**src/rtl/bitty_pkg.sv**
```systemverilog
// Shared types and constants for the bitty fetch/sequencing stage.
package bitty_pkg;

  localparam int unsigned INSTR_W = 16;

  // Encoding that stops sequencing; it is never handed to the core.
  localparam logic [INSTR_W-1:0] HALT_WORD_DEFAULT = 16'hFFFF;

  typedef enum logic [2:0] {
    ST_IDLE  = 3'd0,
    ST_FETCH = 3'd1,
    ST_ISSUE = 3'd2,
    ST_WAIT  = 3'd3,
    ST_HALT  = 3'd4
  } fetch_state_e;

endpackage

```
**src/rtl/bitty_instr_mem.sv**
```systemverilog
// Instruction memory: DEPTH x INSTR_W, one synchronous write port and one
// synchronous read port with a single cycle of read latency. Reads beyond
// DEPTH return HALT_WORD; writes beyond DEPTH are dropped. The read-data
// register only updates when re_i is high, so it doubles as the stage's
// instruction holding register.
module bitty_instr_mem
  import bitty_pkg::*;
#(
  parameter int unsigned          ADDR_W    = 8,
  parameter int unsigned          DEPTH     = 256,
  parameter logic [INSTR_W-1:0]   HALT_WORD = HALT_WORD_DEFAULT
) (
  input  logic               clk,
  input  logic               rst_n,
  input  logic               we_i,
  input  logic [ADDR_W-1:0]  waddr_i,
  input  logic [INSTR_W-1:0] wdata_i,
  input  logic               re_i,
  input  logic [ADDR_W-1:0]  raddr_i,
  output logic [INSTR_W-1:0] rdata_o
);

  localparam int unsigned MEM_AW = (DEPTH > 1) ? $clog2(DEPTH) : 1;

  logic [INSTR_W-1:0] mem_q [DEPTH];
  logic [INSTR_W-1:0] rdata_q;
  logic               waddr_ok_c;
  logic               raddr_ok_c;

  assign waddr_ok_c = 32'(waddr_i) < DEPTH;
  assign raddr_ok_c = 32'(raddr_i) < DEPTH;

  // Storage array write; contents survive reset.
  always_ff @(posedge clk) begin
    if (we_i && waddr_ok_c) begin
      mem_q[waddr_i[MEM_AW-1:0]] <= wdata_i;
    end
  end

  // Registered read, cleared by reset so the instruction output starts at 0.
  always_ff @(posedge clk or negedge rst_n) begin
    if (!rst_n) begin
      rdata_q <= '0;
    end else if (re_i) begin
      rdata_q <= raddr_ok_c ? mem_q[raddr_i[MEM_AW-1:0]] : HALT_WORD;
    end
  end

  assign rdata_o = rdata_q;

endmodule

```
**src/rtl/bitty_fetch_unit.sv**
```systemverilog
// Fetch and sequencing stage in front of bitty_core: holds the PC, fetches one
// word at a time from bitty_instr_mem, pulses run for one cycle and waits for
// the core's done before advancing. Stops on HALT_WORD.
// Optional build macro FETCH_TIMEOUT_EN adds a WAIT watchdog (TIMEOUT cycles)
// that sets a sticky error and halts; without it error is constant 0.
module bitty_fetch_unit
  import bitty_pkg::*;
#(
  parameter int unsigned        ADDR_W    = 8,
  parameter int unsigned        DEPTH     = 256,
  parameter logic [INSTR_W-1:0] HALT_WORD = HALT_WORD_DEFAULT
`ifdef FETCH_TIMEOUT_EN
  ,
  parameter int unsigned        TIMEOUT   = 64
`endif
) (
  input  logic               clk,
  input  logic               reset,
  input  logic               start,
  input  logic               mem_we,
  input  logic [ADDR_W-1:0]  mem_addr,
  input  logic [INSTR_W-1:0] mem_wdata,
  input  logic               done,
  output logic [INSTR_W-1:0] instruction,
  output logic               run,
  output logic [ADDR_W-1:0]  pc,
  output logic               busy,
  output logic               halted,
  output logic               error
);

  fetch_state_e      state_q, state_d;
  logic [ADDR_W-1:0] pc_q, pc_d;
  logic              busy_q, busy_d;
  logic              halted_q, halted_d;
  logic              error_q, error_d;
  logic              mem_we_c;
  logic              mem_re_c;
  logic              timeout_c;

  // Loads are only honoured while the unit is parked.
  assign mem_we_c = mem_we && ((state_q == ST_IDLE) || (state_q == ST_HALT));
  assign mem_re_c = (state_q == ST_FETCH);

  bitty_instr_mem #(
    .ADDR_W    (ADDR_W),
    .DEPTH     (DEPTH),
    .HALT_WORD (HALT_WORD)
  ) u_imem (
    .clk     (clk),
    .rst_n   (reset),
    .we_i    (mem_we_c),
    .waddr_i (mem_addr),
    .wdata_i (mem_wdata),
    .re_i    (mem_re_c),
    .raddr_i (pc_q),
    .rdata_o (instruction)
  );

`ifdef FETCH_TIMEOUT_EN
  localparam int unsigned CNT_W = (TIMEOUT > 1) ? $clog2(TIMEOUT) : 1;

  logic [CNT_W-1:0] cnt_q, cnt_d;

  // WAIT-cycle count: zero on entry to WAIT, +1 for every cycle spent there.
  always_comb begin
    cnt_d = '0;
    if ((state_q == ST_WAIT) && (state_d == ST_WAIT)) begin
      cnt_d = cnt_q + CNT_W'(1);
    end
  end

  // Watchdog counter register.
  always_ff @(posedge clk or negedge reset) begin
    if (!reset) begin
      cnt_q <= '0;
    end else begin
      cnt_q <= cnt_d;
    end
  end

  assign timeout_c = (state_q == ST_WAIT) && (cnt_q == CNT_W'(TIMEOUT - 1));
`else
  assign timeout_c = 1'b0;
`endif

  // Next-state, PC and flag logic; done takes priority over the watchdog.
  always_comb begin
    state_d = state_q;
    pc_d    = pc_q;
    error_d = error_q;
    case (state_q)
      ST_IDLE: begin
        if (start) begin
          state_d = ST_FETCH;
          pc_d    = '0;
        end
      end
      ST_FETCH: begin
        state_d = ST_ISSUE;
      end
      ST_ISSUE: begin
        state_d = (instruction == HALT_WORD) ? ST_HALT : ST_WAIT;
      end
      ST_WAIT: begin
        if (done) begin
          state_d = ST_FETCH;
          pc_d    = pc_q + ADDR_W'(1);
        end else if (timeout_c) begin
          state_d = ST_HALT;
          error_d = 1'b1;
        end
      end
      ST_HALT: begin
        if (start) begin
          state_d = ST_FETCH;
          pc_d    = '0;
          error_d = 1'b0;
        end
      end
      default: begin
        state_d = ST_IDLE;
      end
    endcase
    busy_d   = (state_d == ST_FETCH) || (state_d == ST_ISSUE) || (state_d == ST_WAIT);
    halted_d = (state_d == ST_HALT);
  end

  // State and registered status outputs.
  always_ff @(posedge clk or negedge reset) begin
    if (!reset) begin
      state_q  <= ST_IDLE;
      pc_q     <= '0;
      busy_q   <= 1'b0;
      halted_q <= 1'b0;
      error_q  <= 1'b0;
    end else begin
      state_q  <= state_d;
      pc_q     <= pc_d;
      busy_q   <= busy_d;
      halted_q <= halted_d;
      error_q  <= error_d;
    end
  end

  // run is a decode of two registers: the ISSUE state and the fetched word.
  assign run    = (state_q == ST_ISSUE) && (instruction != HALT_WORD);
  assign pc     = pc_q;
  assign busy   = busy_q;
  assign halted = halted_q;
  assign error  = error_q;

endmodule
```
**config.mk**
```make
export PLATFORM = sky130hd
export DESIGN_NAME = bitty_fetch_unit
export DESIGN_NICKNAME = d
export VERILOG_FILES = /design/src/rtl/bitty_pkg.sv /design/src/rtl/bitty_instr_mem.sv /design/src/rtl/bitty_fetch_unit.sv
export SDC_FILE = /design/constraint.sdc
export NUM_CORES = 2
export LEC_CHECK = 0
export CORE_AREA = 10 10 522 524
export CTS_CLUSTER_DIAMETER = 60
export DETAILED_ROUTE_END_ITERATION = 16
export DIE_AREA = 0 0 532 534
export GPL_ROUTABILITY_DRIVEN = 0
export PLACE_DENSITY = 0.77
export SKIP_LAST_GASP = 1
export SYNTH_ARGS = -nofsm -noshare
export SYNTH_HDL_FRONTEND = slang
export SYNTH_SLANG_ARGS = --single-unit
```
**constraint.sdc**
```tcl
create_clock -name clk -period 3.45 [get_ports clk]
set_input_delay 0.69 -clock clk [delete_from_list [all_inputs] [get_ports clk]]
set_output_delay 0.69 -clock clk [all_outputs]
set_load 0.02 [all_outputs]
```
==> results.ini <==
[timing]
hold_viol_final=0
fmax_ghz=0.279
tns_ns=-0.397
max-slew-margin-rel_pct=12.1
finClkSkew_ns=0.0863
finalWorstSetupSlack_ns=-0.136
worstMarginPinSlew_ns=1.31
rsz0062_at_grt=true
setup_viol=9
slew_violations=0
fin_crit_ns=3.59
fin_crit_sh_pct=104

[worst_setup_path]
cp.required_ns=4.30
crit_type=register to register
r2r_end=u_imem.rdata_o[15]
startpoint_type=register
r2r_cells=12
worstPathCellList=buf_12, buf_12, buf_12, buf_12, mux4_2, mux2i_1, o211ai_1, nor3_2, buf_4, o31ai_1, o211ai_1, o41ai_1
slowest_stage=dfrtp_4
cp-end-kind=register
worst-path-buf-inv=5
cp_max_fo=22
rrSetupSlack_ns=-0.14
path_delay_family=buffers and inverters
arrival_ns=4.44
critPathMaxStageDelay_ns=0.51
r2r-start=pc[1]
crit_path_start=pc[1]
path_common_cell=buf_12

[die]
die_area_sq_um=284000
rows=188
io_pins=57
start_util_pct=60.8
die_h_um=534
core_sq_um=262000
fp.dieW_um=532

[cts]
clock_latency_ns=1.02
root_buffer=clkbuf_16
path_clk_slew_ns=0.06
cts_buffers=411
clockBufferDepth=4
cts_tree=done
cts_sinks=4125
htreeDepth=5

[min_path]
min_from=mem_wdata[0]
hold_depth=1
hold_end=u_imem.mem_q[195][0]
worstHoldPathType=input pin to register

[finish]
final_cells=11900
multi_input_area_sq_um=33400
regArea_sq_um=124000
fillCellCount=14300
drive_gt1_share_pct=32.0
area_delta_synth_final_pct=16.4
utilization_pct=70.8
nNetsFinal=8118

[global_routing]
grt_overflow=0
grt_max_degree=135
grt_first_pass_wirelength_um=649000
antenna_found_initial=25
track_usage_pct=32.1
grt_pass1_vias=84900

[place]
dp_slack_ns=-0.496
dp.cells=11200
dp_hpwl_um=268000
io_buffer_count=55

[run_status]
outcome=complete, but fails checks
failed_checks=negative setup slack

[synthesis]
synth_fp_nets=7121
avgSynthCellArea_sq_um=22.4
synth_area_sq_um=159000
synthArstFlopShare_pct=0.703
synth-edff-count=4096
synth_warnings=0
ys_seq_area_share_pct=77.8
synth_area_leader_cell=edfxtp_1
yosysUniqueCellTypes=66
synth_ff_type=edfxtp_1
synth-seq-cells=4125
syn_inst=7091
synth.area.top_cells=edfxtp_1, mux4_2, mux2i_1
synth_top_area_share_pct=77.3

[detailed_routing]
wl_per_cell_um=39.1
antenna_left=0
routed_wl_um=466000
first_pass_iters=8
drt_iter0_drc=15300
drcViolationCount=0
vias=85700
avgViaCountPerCell=7.18

[power_and_ir_drop]
finalPower_w=0.136
p_leak_nw=59.1
ir_drop_uv=595
power.density_nw_per_um2=735

[flow_run]
drv_cap=0

## worst max-delay path by stage
| stage | to | slack [ns] | cells after the start |
|---|---|---|---|
| after global placement | u_imem.rdata_o[8] | -0.82 | 9 |
| after detailed placement | u_imem.rdata_o[11] | -0.50 | 10 |
| after CTS | u_imem.rdata_o[6] | -0.12 | 13 |
| final | u_imem.rdata_o[15] | -0.14 | 12 |
| after floorplan | u_imem.mem_q[103][0] | 0.46 | 6 |
| after global routing | u_imem.rdata_o[6] | -0.04 | 13 |
## cells by family after synthesis
family          synth area share, %
simple gates                   1.74
compound gates                 2.19
flops                          77.8
buf+inv                        1.55
fa+ha+maj                   0.00787
mux                            16.7
other cells                 0.00236
xor+xnor                     0.0330
## per-layer routing
layer | global-route usage [%] | vias to the layer above | part of all wire (%)
met5 | 0 | - | 0.036
met4 | 19.0 | 26 | 7.3
met3 | 9.05 | 1570 | 14
met2 | 48.8 | 8150 | 46
met1 | 42.0 | 43900 | 32
li1 | - | 32000 | -
## cell type report
cell class                 count  area share [%]
antenna                       11          0.0149
clock buffer                 488            5.73
clock inverter               241            1.19
inverter                       9          0.0223
multi-input combinational   2540            18.0
sequential                  4125            66.9
tap                         3515            2.38
timing repair buffer        1001            5.77
## what timing repair did
item | in CTS | in global routing
pin swaps | 2 | 6
resized for setup | 54 | 51
hold endpoints to repair | 29 | 0
endpoints found under the setup margin | 22 | 18
gates cloned | 2 | 5
hold buffers | 1 | 0
buffers inserted | 17 | 0
## cell usage after synthesis (5+ instances only)
| library cell | count |
|---|---|
| edfxtp_1 | 4096 |
| mux4_2 | 1008 |
| mux2i_1 | 357 |
| nor2_1 | 310 |
| nand2_1 | 161 |
| clkbuf_1 | 149 |
| buf_2 | 110 |
| a21oi_1 | 92 |
| o22ai_1 | 75 |
| buf_6 | 58 |
| buf_4 | 52 |
| o21ai_0 | 47 |
| a211oi_1 | 45 |
| a22oi_1 | 42 |
| a221oi_1 | 40 |
| buf_1 | 40 |
| nand3_1 | 40 |
| nor2b_1 | 33 |
| o211ai_1 | 31 |
| dfrtp_1 | 29 |
| nor3_1 | 28 |
| o221ai_1 | 24 |
| mux2_2 | 23 |
| and2_1 | 19 |
| nand4_1 | 14 |
| a2111oi_0 | 13 |
| a31oi_1 | 13 |
| o21ai_1 | 13 |
| nand2b_1 | 12 |
| o2111ai_1 | 10 |
| nor4_1 | 9 |
| o31ai_1 | 9 |
| buf_8 | 8 |
| a32o_1 | 7 |
| a311oi_1 | 6 |
| inv_1 | 6 |
| a211o_1 | 5 |
| a22o_1 | 5 |
| and3_1 | 5 |
| xnor2_1 | 5 |
## where the power goes
part | total, W | internal [W] | switching, W
registers | 0.0555 | 0.0552 | 0.000285
logic | 0.0371 | 0.0164 | 0.0207
clock network | 0.0433 | 0.0246 | 0.0188
## through the flow
step	hold slack, ns	instance area, sq um
6_report	0.0943	185000
4_1_cts	0.0472	185000
2_1_floorplan	0.394	159000
5_1_grt	0.0781	185000
3_5_place_dp	0.487	171000
3_3_place_gp	0.467	171000
## registers in the layout, indices dropped and copies added (netlist names)
name / cells
pc: 8
u_imem.mem_q: 4096
halted: 1
busy: 1
state_q: 3
u_imem.rdata_o: 16
## cells in the final DEF (no fill, tap or decap), types with 86 or more instances in the layout
cell type,n
buf_4,710
buf_12,206
mux2i_1,354
mux4_2,1008
clkbuf_16,417
clkinv_1,86
nor2_1,271
a21oi_1,89
edfxtp_1,4096
nand2_1,157
(Power assumes the default switching activity.)
